## config.mk

```make
export PLATFORM = sky130hd
export DESIGN_NAME = seg_scan_ctrl
export DESIGN_NICKNAME = d
export VERILOG_FILES = /design/src/rtl/seg_scan_ctrl.sv
export SDC_FILE = /design/constraint.sdc
export NUM_CORES = 1
export LEC_CHECK = 0
export CAP_MARGIN = 0
export CORE_MARGIN = 5
export CORE_UTILIZATION = 50
export DETAILED_ROUTE_END_ITERATION = 10
export PLACE_DENSITY = 0.79
export SLEW_MARGIN = 30
export SYNTH_ARGS = -nofsm -noshare
export SYNTH_HDL_FRONTEND = slang
export SYNTH_SLANG_ARGS = --single-unit
export TNS_END_PERCENT = 20
```

## constraint.sdc

```tcl
create_clock -name clk -period 3.6 [get_ports clk]
set_clock_uncertainty 0.05 [all_clocks]
set_input_delay 0.72 -clock clk [delete_from_list [all_inputs] [get_ports clk]]
set_output_delay 0.72 -clock clk [all_outputs]
set_load 0.01 [all_outputs]
```

## src/rtl/seg_scan_ctrl.sv

```systemverilog
// Scan controller for a 4-digit multiplexed 7-segment display.
// Each digit owns a slot of CLK_DIV cycles. The first BLANK_CYC cycles of a
// slot keep every anode off so the previous digit's segments cannot ghost.
// Shadow registers are reloaded only on a frame boundary, or at once while
// the display is off, so a frame never mixes old and new digits.
// Optional leading-zero suppression blanks high-order zero digits.
module seg_scan_ctrl #(
    parameter int CLK_DIV   = 50000,
    parameter int BLANK_CYC = 16
) (
    input  logic        clk,
    input  logic        rst_n,
    input  logic        en,
    input  logic [15:0] data_in,
    input  logic [3:0]  dp_in,
    input  logic        lz_en,
    input  logic        upd_req,
    output logic        upd_ack,
    output logic [3:0]  an,
    output logic [1:0]  digit_sel,
    output logic [3:0]  bcd_out,
    output logic        dp_out,
    output logic        frame_done
);

    localparam int             CW        = $clog2(CLK_DIV);
    localparam logic [CW-1:0]  CNT_MAX   = CW'(CLK_DIV - 1);
    localparam logic [CW-1:0]  BLANK_END = CW'(BLANK_CYC);

    typedef enum logic [1:0] {
        ST_OFF   = 2'd0,
        ST_BLANK = 2'd1,
        ST_SHOW  = 2'd2
    } state_t;

    // A digit is blanked when suppression is on, it is not digit0, and it
    // and every digit above it hold zero.
    function automatic logic digit_suppressed(input logic [1:0]  idx,
                                              input logic [15:0] nib,
                                              input logic        lz);
        logic [15:0] upper;
        upper = nib >> {idx, 2'b00};
        return lz && (idx != 2'd0) && (upper == 16'h0000);
    endfunction

    // Pick one BCD nibble out of the packed shadow word.
    function automatic logic [3:0] nibble_at(input logic [15:0] nib,
                                             input logic [1:0]  idx);
        logic [3:0] r;
        case (idx)
            2'd0:    r = nib[3:0];
            2'd1:    r = nib[7:4];
            2'd2:    r = nib[11:8];
            2'd3:    r = nib[15:12];
            default: r = 4'h0;
        endcase
        return r;
    endfunction

    state_t        state_q, state_d;
    logic [CW-1:0] cnt_q, cnt_d;
    logic [1:0]    sel_q, sel_d;
    logic [15:0]   shadow_data_q, shadow_data_d;
    logic [3:0]    shadow_dp_q, shadow_dp_d;
    logic [3:0]    an_q, an_d;
    logic [3:0]    bcd_q, bcd_d;
    logic          dp_out_q, dp_out_d;
    logic          upd_ack_q, upd_ack_d;
    logic          frame_done_q, frame_done_d;
    logic          scanning_s;
    logic          boundary_s;
    logic          load_s;
    logic          lit_s;

    // Next-state logic: slot sequencing, shadow loading and output decode.
    always_comb begin
        state_d       = state_q;
        cnt_d         = cnt_q;
        sel_d         = sel_q;
        shadow_data_d = shadow_data_q;
        shadow_dp_d   = shadow_dp_q;

        scanning_s = (state_q != ST_OFF);
        // Last cycle of digit3's slot with scanning continuing: the wrap edge.
        boundary_s = scanning_s && en && (cnt_q == CNT_MAX) && (sel_q == 2'd3);
        // The cycle carrying the ack still sees the old request level, so it
        // must not trigger a second load.
        load_s     = upd_req && !upd_ack_q && (!scanning_s || boundary_s);

        if (load_s) begin
            shadow_data_d = data_in;
            shadow_dp_d   = dp_in;
        end else begin
            shadow_data_d = shadow_data_q;
            shadow_dp_d   = shadow_dp_q;
        end

        case (state_q)
            ST_OFF: begin
                cnt_d = '0;
                sel_d = 2'd0;
                if (en) begin
                    state_d = ST_BLANK;
                end else begin
                    state_d = ST_OFF;
                end
            end
            ST_BLANK, ST_SHOW: begin
                if (!en) begin
                    state_d = ST_OFF;
                    cnt_d   = '0;
                    sel_d   = 2'd0;
                end else if (cnt_q == CNT_MAX) begin
                    state_d = ST_BLANK;
                    cnt_d   = '0;
                    sel_d   = sel_q + 2'd1;
                end else begin
                    cnt_d = cnt_q + CW'(1);
                    if ((cnt_q + CW'(1)) >= BLANK_END) begin
                        state_d = ST_SHOW;
                    end else begin
                        state_d = ST_BLANK;
                    end
                end
            end
            default: begin
                state_d = ST_OFF;
                cnt_d   = '0;
                sel_d   = 2'd0;
            end
        endcase

        lit_s = (state_d == ST_SHOW) && !digit_suppressed(sel_d, shadow_data_d, lz_en);

        if (lit_s) begin
            an_d     = ~(4'b0001 << sel_d);
            dp_out_d = ~shadow_dp_d[sel_d];
        end else begin
            an_d     = 4'b1111;
            dp_out_d = 1'b1;
        end

        bcd_d        = nibble_at(shadow_data_d, sel_d);
        upd_ack_d    = load_s;
        frame_done_d = boundary_s;
    end

    // State, shadow and registered output flops.
    always_ff @(posedge clk or negedge rst_n) begin
        if (!rst_n) begin
            state_q       <= ST_OFF;
            cnt_q         <= '0;
            sel_q         <= 2'd0;
            shadow_data_q <= 16'h0000;
            shadow_dp_q   <= 4'h0;
            an_q          <= 4'b1111;
            bcd_q         <= 4'h0;
            dp_out_q      <= 1'b1;
            upd_ack_q     <= 1'b0;
            frame_done_q  <= 1'b0;
        end else begin
            state_q       <= state_d;
            cnt_q         <= cnt_d;
            sel_q         <= sel_d;
            shadow_data_q <= shadow_data_d;
            shadow_dp_q   <= shadow_dp_d;
            an_q          <= an_d;
            bcd_q         <= bcd_d;
            dp_out_q      <= dp_out_d;
            upd_ack_q     <= upd_ack_d;
            frame_done_q  <= frame_done_d;
        end
    end

    assign an         = an_q;
    assign digit_sel  = sel_q;
    assign bcd_out    = bcd_q;
    assign dp_out     = dp_out_q;
    assign upd_ack    = upd_ack_q;
    assign frame_done = frame_done_q;

endmodule

```

Yosys cells after proc, flatten, opt, wreduce, memory -nomap -nowiden. Index checks and enable logic that the tools add are counted.

Bitwise gates (word level): 2. $lt $le $gt $ge: 2. Equality and inequality tests: 8. Reduce and logical (&&, ||, !) cells: 18. Shifts and indexed selects: 2. Mux-type cells: 18. Add/subtract/negate cells: 2.

Operators by type and width (number): 16-bit two-way mux (4); 16-bit by 1-bit adder with 16-bit output (second input constant) (1); 16-bit equality test (second input constant) (1); 16-bit by 5-bit >= comparator with 1-bit output (second input constant) (1); 16-bit logical NOT (1); 4-bit case mux with 4 select lines (1); 16-bit by 4-bit right shift with 16-bit output (1); 2-bit two-way mux (6); 2-bit equality test (second input constant) (5); 1-bit logical AND (8); 4-bit two-way mux (2); 2-bit by 1-bit equality test with 1-bit output (second input constant) (2); 2-bit logical NOT (2); 4-bit NOT (1); 2-bit case mux with 2 select lines (1); 2-bit nonzero test (2); 1-bit by 2-bit << shifter with 4-bit output (first input constant) (1); 1-bit logical NOT (3); 2-bit by 3-bit less-than comparator with 1-bit output (second input constant) (1); 1-bit two-way mux (3); 2-bit by 1-bit adder with 2-bit output (second input constant) (1); 1-bit binary-select mux with 2-bit select (1); 2-bit OR reduction (1); 1-bit logical OR (1); 1-bit NOT (1).

Input bits: 25. Logic and storage cells: 62. Output and inout bits: 13. Flip-flop bits (word level): 51.

Logic depth before layout (Yosys ltp).
Depth after elaboration: 13. Depth in mapped cells: 14. Depth with buffers taken out: 10.

Worst setup path before layout. OpenSTA, ideal clock, no wires.

Path kind: register to register. From: register cnt_q[4]. To: register an_q[1] (netlist: an[1]). Cell stages (with the launch flop): 13. Required time: 3476 ps. Period minus slack after synthesis: 2917 ps. Path slack: 683 ps. Arrival: 2793 ps. Setup time: 74 ps. Buffers on the path: 3. Cell sequence: dfrtp_1 buf_6 or4b_4 or4_1 buf_2 o211ai_2 and2_1 buf_6 inv_4 mux2_4 o22ai_2 a31oi_1 o21bai_1.

Elaborated cells on any way between the ends: 26. Those cells by class: 1 x add/sub; 1 x order compare; 2 x eq/ne; 2 x shift; 9 x mux; 1 x bitwise; 10 x reduce/logical.

RTL lines: start: declaration (RTL line 61) `logic [CW-1:0] cnt_q, cnt_d;`; start signal: assignment (RTL line 163) `cnt_q <= cnt_d;`; 16-bit equality test (*) (RTL line 113) `end else if (cnt_q == CNT_MAX) begin`; 2-bit two-way mux (*) (RTL line 113); 2-bit two-way mux (*) (RTL line 109) `if (!en) begin`; 2-bit two-way mux (*) (RTL line 98) `case (state_q)`; net sel_d[1] (RTL line 62) `logic [1:0] sel_q, sel_d;`; 16-bit by 4-bit right shift with 16-bit output / 2-bit nonzero test (equally long branches) (RTL line 42, 43); 16-bit logical NOT / 1-bit logical AND (equally long branches) (RTL line 43) `return lz && (idx != 2'd0) && (upper == 16'h0000);`; 1-bit logical AND (RTL line 43); 1-bit logical NOT (RTL line 133) `lit_s = (state_d == ST_SHOW) && !digit_suppressed(sel_d, shadow_data_d, lz_en);`; 1-bit logical AND (RTL line 133); 4-bit two-way mux (*) (RTL line 135) `if (lit_s) begin`; net an_d[1] (RTL line 65) `logic [3:0] an_q, an_d;`; end signal: assignment (RTL line 167) `an_q <= an_d;`; end: declaration (RTL line 65).

The timed path passes the listed nets; every way through them passes the cells marked *.

Final worst setup path.
From: register cnt_q[5]. To: register an_q[2] (netlist: an[2]).

Cells in the longest elaborated chain, start to end: 12. Elaborated cells on any way between the ends: 26. Those cells by class: 1 x add/sub; 1 x order compare; 2 x eq/ne; 2 x shift; 9 x mux; 1 x bitwise; 10 x reduce/logical.

Ends and longest elaborated chain (RTL line): branches (longest 11 deep; another with 16-bit by 1-bit adder with 16-bit output); 4-bit two-way mux (*) (135); net an_d[2] (65).

Mark *: on every way through the listed nets, which the timed path passes.

==> impl_metrics.json <==
{
  "status": "completed",
  "die_area_um2": 7140,
  "fin_hold_ws_ps": 336,
  "cts_buffer_depth": 2,
  "die-width_um": 84.5,
  "grt_busiest_layer": "met2",
  "initial_core_util_pct": 51.0,
  "num_antenna_cells": 0,
  "syn_inst": 308,
  "drive_gt1_share_pct": 9.01,
  "vdd_ir_drop_max_v": 0.000255,
  "max_cap_viol_count": 0,
  "detail-route-antenna-nets": 0,
  "final-setup-viol-count": 0,
  "cts-resized-gates": 0,
  "holdBufCountCts": 0,
  "dieHeight_um": 84.5,
  "required_ps": 3770,
  "grt_use_total_pct": 18.3,
  "critPathLaunchType": "flop",
  "pin_count": 38,
  "dp_hpwl_um": 4630,
  "antenna_found_initial": 0,
  "finalCriticalPeriod_ps": 3410,
  "pwr-share-comb_pct": 15.4,
  "grt_use_met1_pct": 23.9,
  "synth-seq-cells": 51,
  "grt_pass1_wl_um": 10600,
  "grt_overflow": 0,
  "clockRootBuffer": "clkbuf_8",
  "fmax_mhz": 294,
  "leakage_uw": 0.00145,
  "hold_violations": 0,
  "syn_area_um2": 2780,
  "drc_errors": 0,
  "synth.largest_area_cell": "dfrtp_1",
  "syn_to_final_growth_pct": 19.3,
  "wl_um": 6260,
  "cts.clk_slew.worst_paths_ps": 90,
  "grt_max_degree": 42,
  "post_cts_buffers": 0,
  "vias": 2327,
  "gp_congestion": 0.949,
  "r2r_start": "cnt_q[5]",
  "cellPowerDensity_nw_per_um2": 381,
  "power_switching_uw": 320,
  "wl_per_cell_um": 15.0,
  "slew_violations": 0,
  "yosys-top-cells-area": "dfrtp_1 (41%), nand2_1 (8.1%), dfstp_2 (4.7%), nor2_1 (4.2%), a21oi_1 (2.7%)",
  "synth_edf_count": 0,
  "clk_latency_ps": 300,
  "critPathKind": "reg2reg",
  "numPortBuffers": 37,
  "worst_slew_pin_slew_ps": 562,
  "grt_util_met2_pct": 29.1,
  "cts_buffers": 5,
  "rr_worst_depth": 9,
  "num-nets-final": 373,
  "period_share_pct": 94.6,
  "ys_warn_count": 0,
  "avgSynthCellArea_um2": 9.01,
  "ys.flop_type": "dfrtp_1",
  "max_slew_margin_pct": 62.5,
  "worstHoldPathType": "in2async",
  "fin_tns_setup_ps": 0,
  "p_int_uw": 942,
  "grt_pass1_vias": 2308,
  "worstPathArrival_ps": 3580,
  "ys_async_sr_fraction_pct": 100,
  "cts.sinks": 51,
  "swShare_pct": 25.3,
  "r2r_slack_ps": 190,
  "setup_ws_ps": 195,
  "dp_slack_ps": 267,
  "fp-row-count": 27,
  "crit_fanout": 21,
  "final_util_pct": 60.9,
  "synth_cell_types": 54,
  "ys_seq_area_share_pct": 46.2,
  "grt_use_met3_pct": 3.83,
  "power_frac_seq_pct": 51.9,
  "cts_tree": "built",
  "reg2reg_to": "an[2]",
  "netlist.area_leader.share_pct": 41.5,
  "drt_iter0_drc": 153,
  "rsz0062_at_grt": "no",
  "core_um2": 5440,
  "first_pass_iters": 4,
  "pwr-share-clk_pct": 32.7,
  "crit_path_end_kind": "flop",
  "postSynthNetCount": 338,
  "htree_levels": 2,
  "viasPerCell": 5.59
}
## metrics by stage
step | total power (uW) | instance area [um^2] | std cells
finish | 1260 | 3310 | 416
global route | 1320 | 3310 | 416
CTS | 1270 | 3310 | 416
detailed placement | 857 | 3190 | 408
global placement | 853 | 3190 | 408
floorplan | 766 | 2780 | 308
## synthesized netlist by cell type (3+ instances only)
| cell | n |
|---|---|
| a21oi_1 | 15 |
| and2_1 | 3 |
| and3_1 | 5 |
| buf_2 | 4 |
| buf_6 | 3 |
| clkbuf_1 | 7 |
| dfrtp_1 | 46 |
| dfstp_2 | 5 |
| ha_1 | 5 |
| inv_1 | 8 |
| mux2i_1 | 7 |
| nand2_1 | 60 |
| nand3_1 | 11 |
| nand4_1 | 6 |
| nor2_1 | 31 |
| nor3_1 | 9 |
| nor4_1 | 7 |
| o21a_1 | 4 |
| o21ai_0 | 8 |
| o21ai_1 | 3 |
| o22ai_1 | 3 |
| or3_1 | 3 |
| or4_1 | 3 |
| xnor2_1 | 8 |
| xor2_1 | 7 |
## kinds of logic (layout without fill, tap and decap cells)
family	after synthesis	after routing	share of synthesized area, %
mux	11	11	4.42
flops	51	51	46.2
compound gates	55	55	13.3
xor+xnor	15	15	4.73
simple gates	146	146	24.5
fa+ha+maj	5	5	2.25
buf+inv	25	61	4.60
## worst max path at each step
stage                         from  endpoint  slack, ps
after global placement    cnt_q[4]     an[3]        360
after CTS                 cnt_q[5]     an[2]        240
after floorplan           cnt_q[4]     an[1]        680
after global routing      cnt_q[5]     an[2]          5
final                     cnt_q[5]     an[2]        190
after detailed placement  cnt_q[5]     an[2]        270
## registers in the layout, indices dropped and copies added (netlist names)
| register | cells |
|---|---|
| an | 4 |
| bcd_out | 4 |
| cnt_q | 16 |
| digit_sel | 2 |
| dp_out | 1 |
| frame_done | 1 |
| shadow_data_q | 16 |
| shadow_dp_q | 4 |
| state_q | 2 |
| upd_ack | 1 |
## placed cells by master (no fill, tap or decap), types with 7 or more instances in the layout
cell type        count
xnor2_1              8
dfrtp_1             46
mux2i_1              7
nor2_1              31
a21oi_1             14
buf_4                7
nor3_1               9
xor2_1               7
o21ai_0              8
nor4_1               7
nand3_1             11
nand2_1             60
clkdlybuf4s50_1     36
inv_1                8
## per-layer routing
layer	up-vias	share of wire [%]
met3	11	6.9
met4	0	1.9
met5	-	0
li1	1144	-
met2	80	46
met1	1092	45
## cell type report
cell class / count / area, um^2
Fill cell: 467 / 2130
Multi-Input combinational cell: 232 / 1370
Sequential cell: 51 / 1280
Timing Repair Buffer: 43 / 413
Tap cell: 72 / 90.1
Clock buffer: 6 / 82.6
Inverter: 10 / 40.0
Clock inverter: 2 / 35.0
## power groups by stage
stage,Combinational [uW],Clock [uW],Sequential [uW]
2_1_floorplan,106,0,659
3_3_place_gp,190,0,663
3_5_place_dp,194,0,663
4_1_cts,194,423,653
5_1_grt,218,445,660
6_report,194,413,655
## worst max-delay path, cell delays in order (launching register included)
cell	delay [ps]
dfrtp_1	490
or4b_4	550
or4_1	620
o21a_1	400
inv_2	330
nand2_1	120
a21oi_1	170
nor2_1	80
a31oi_1	370
o21ai_1	150
Power figures use the tool's default switching activity.
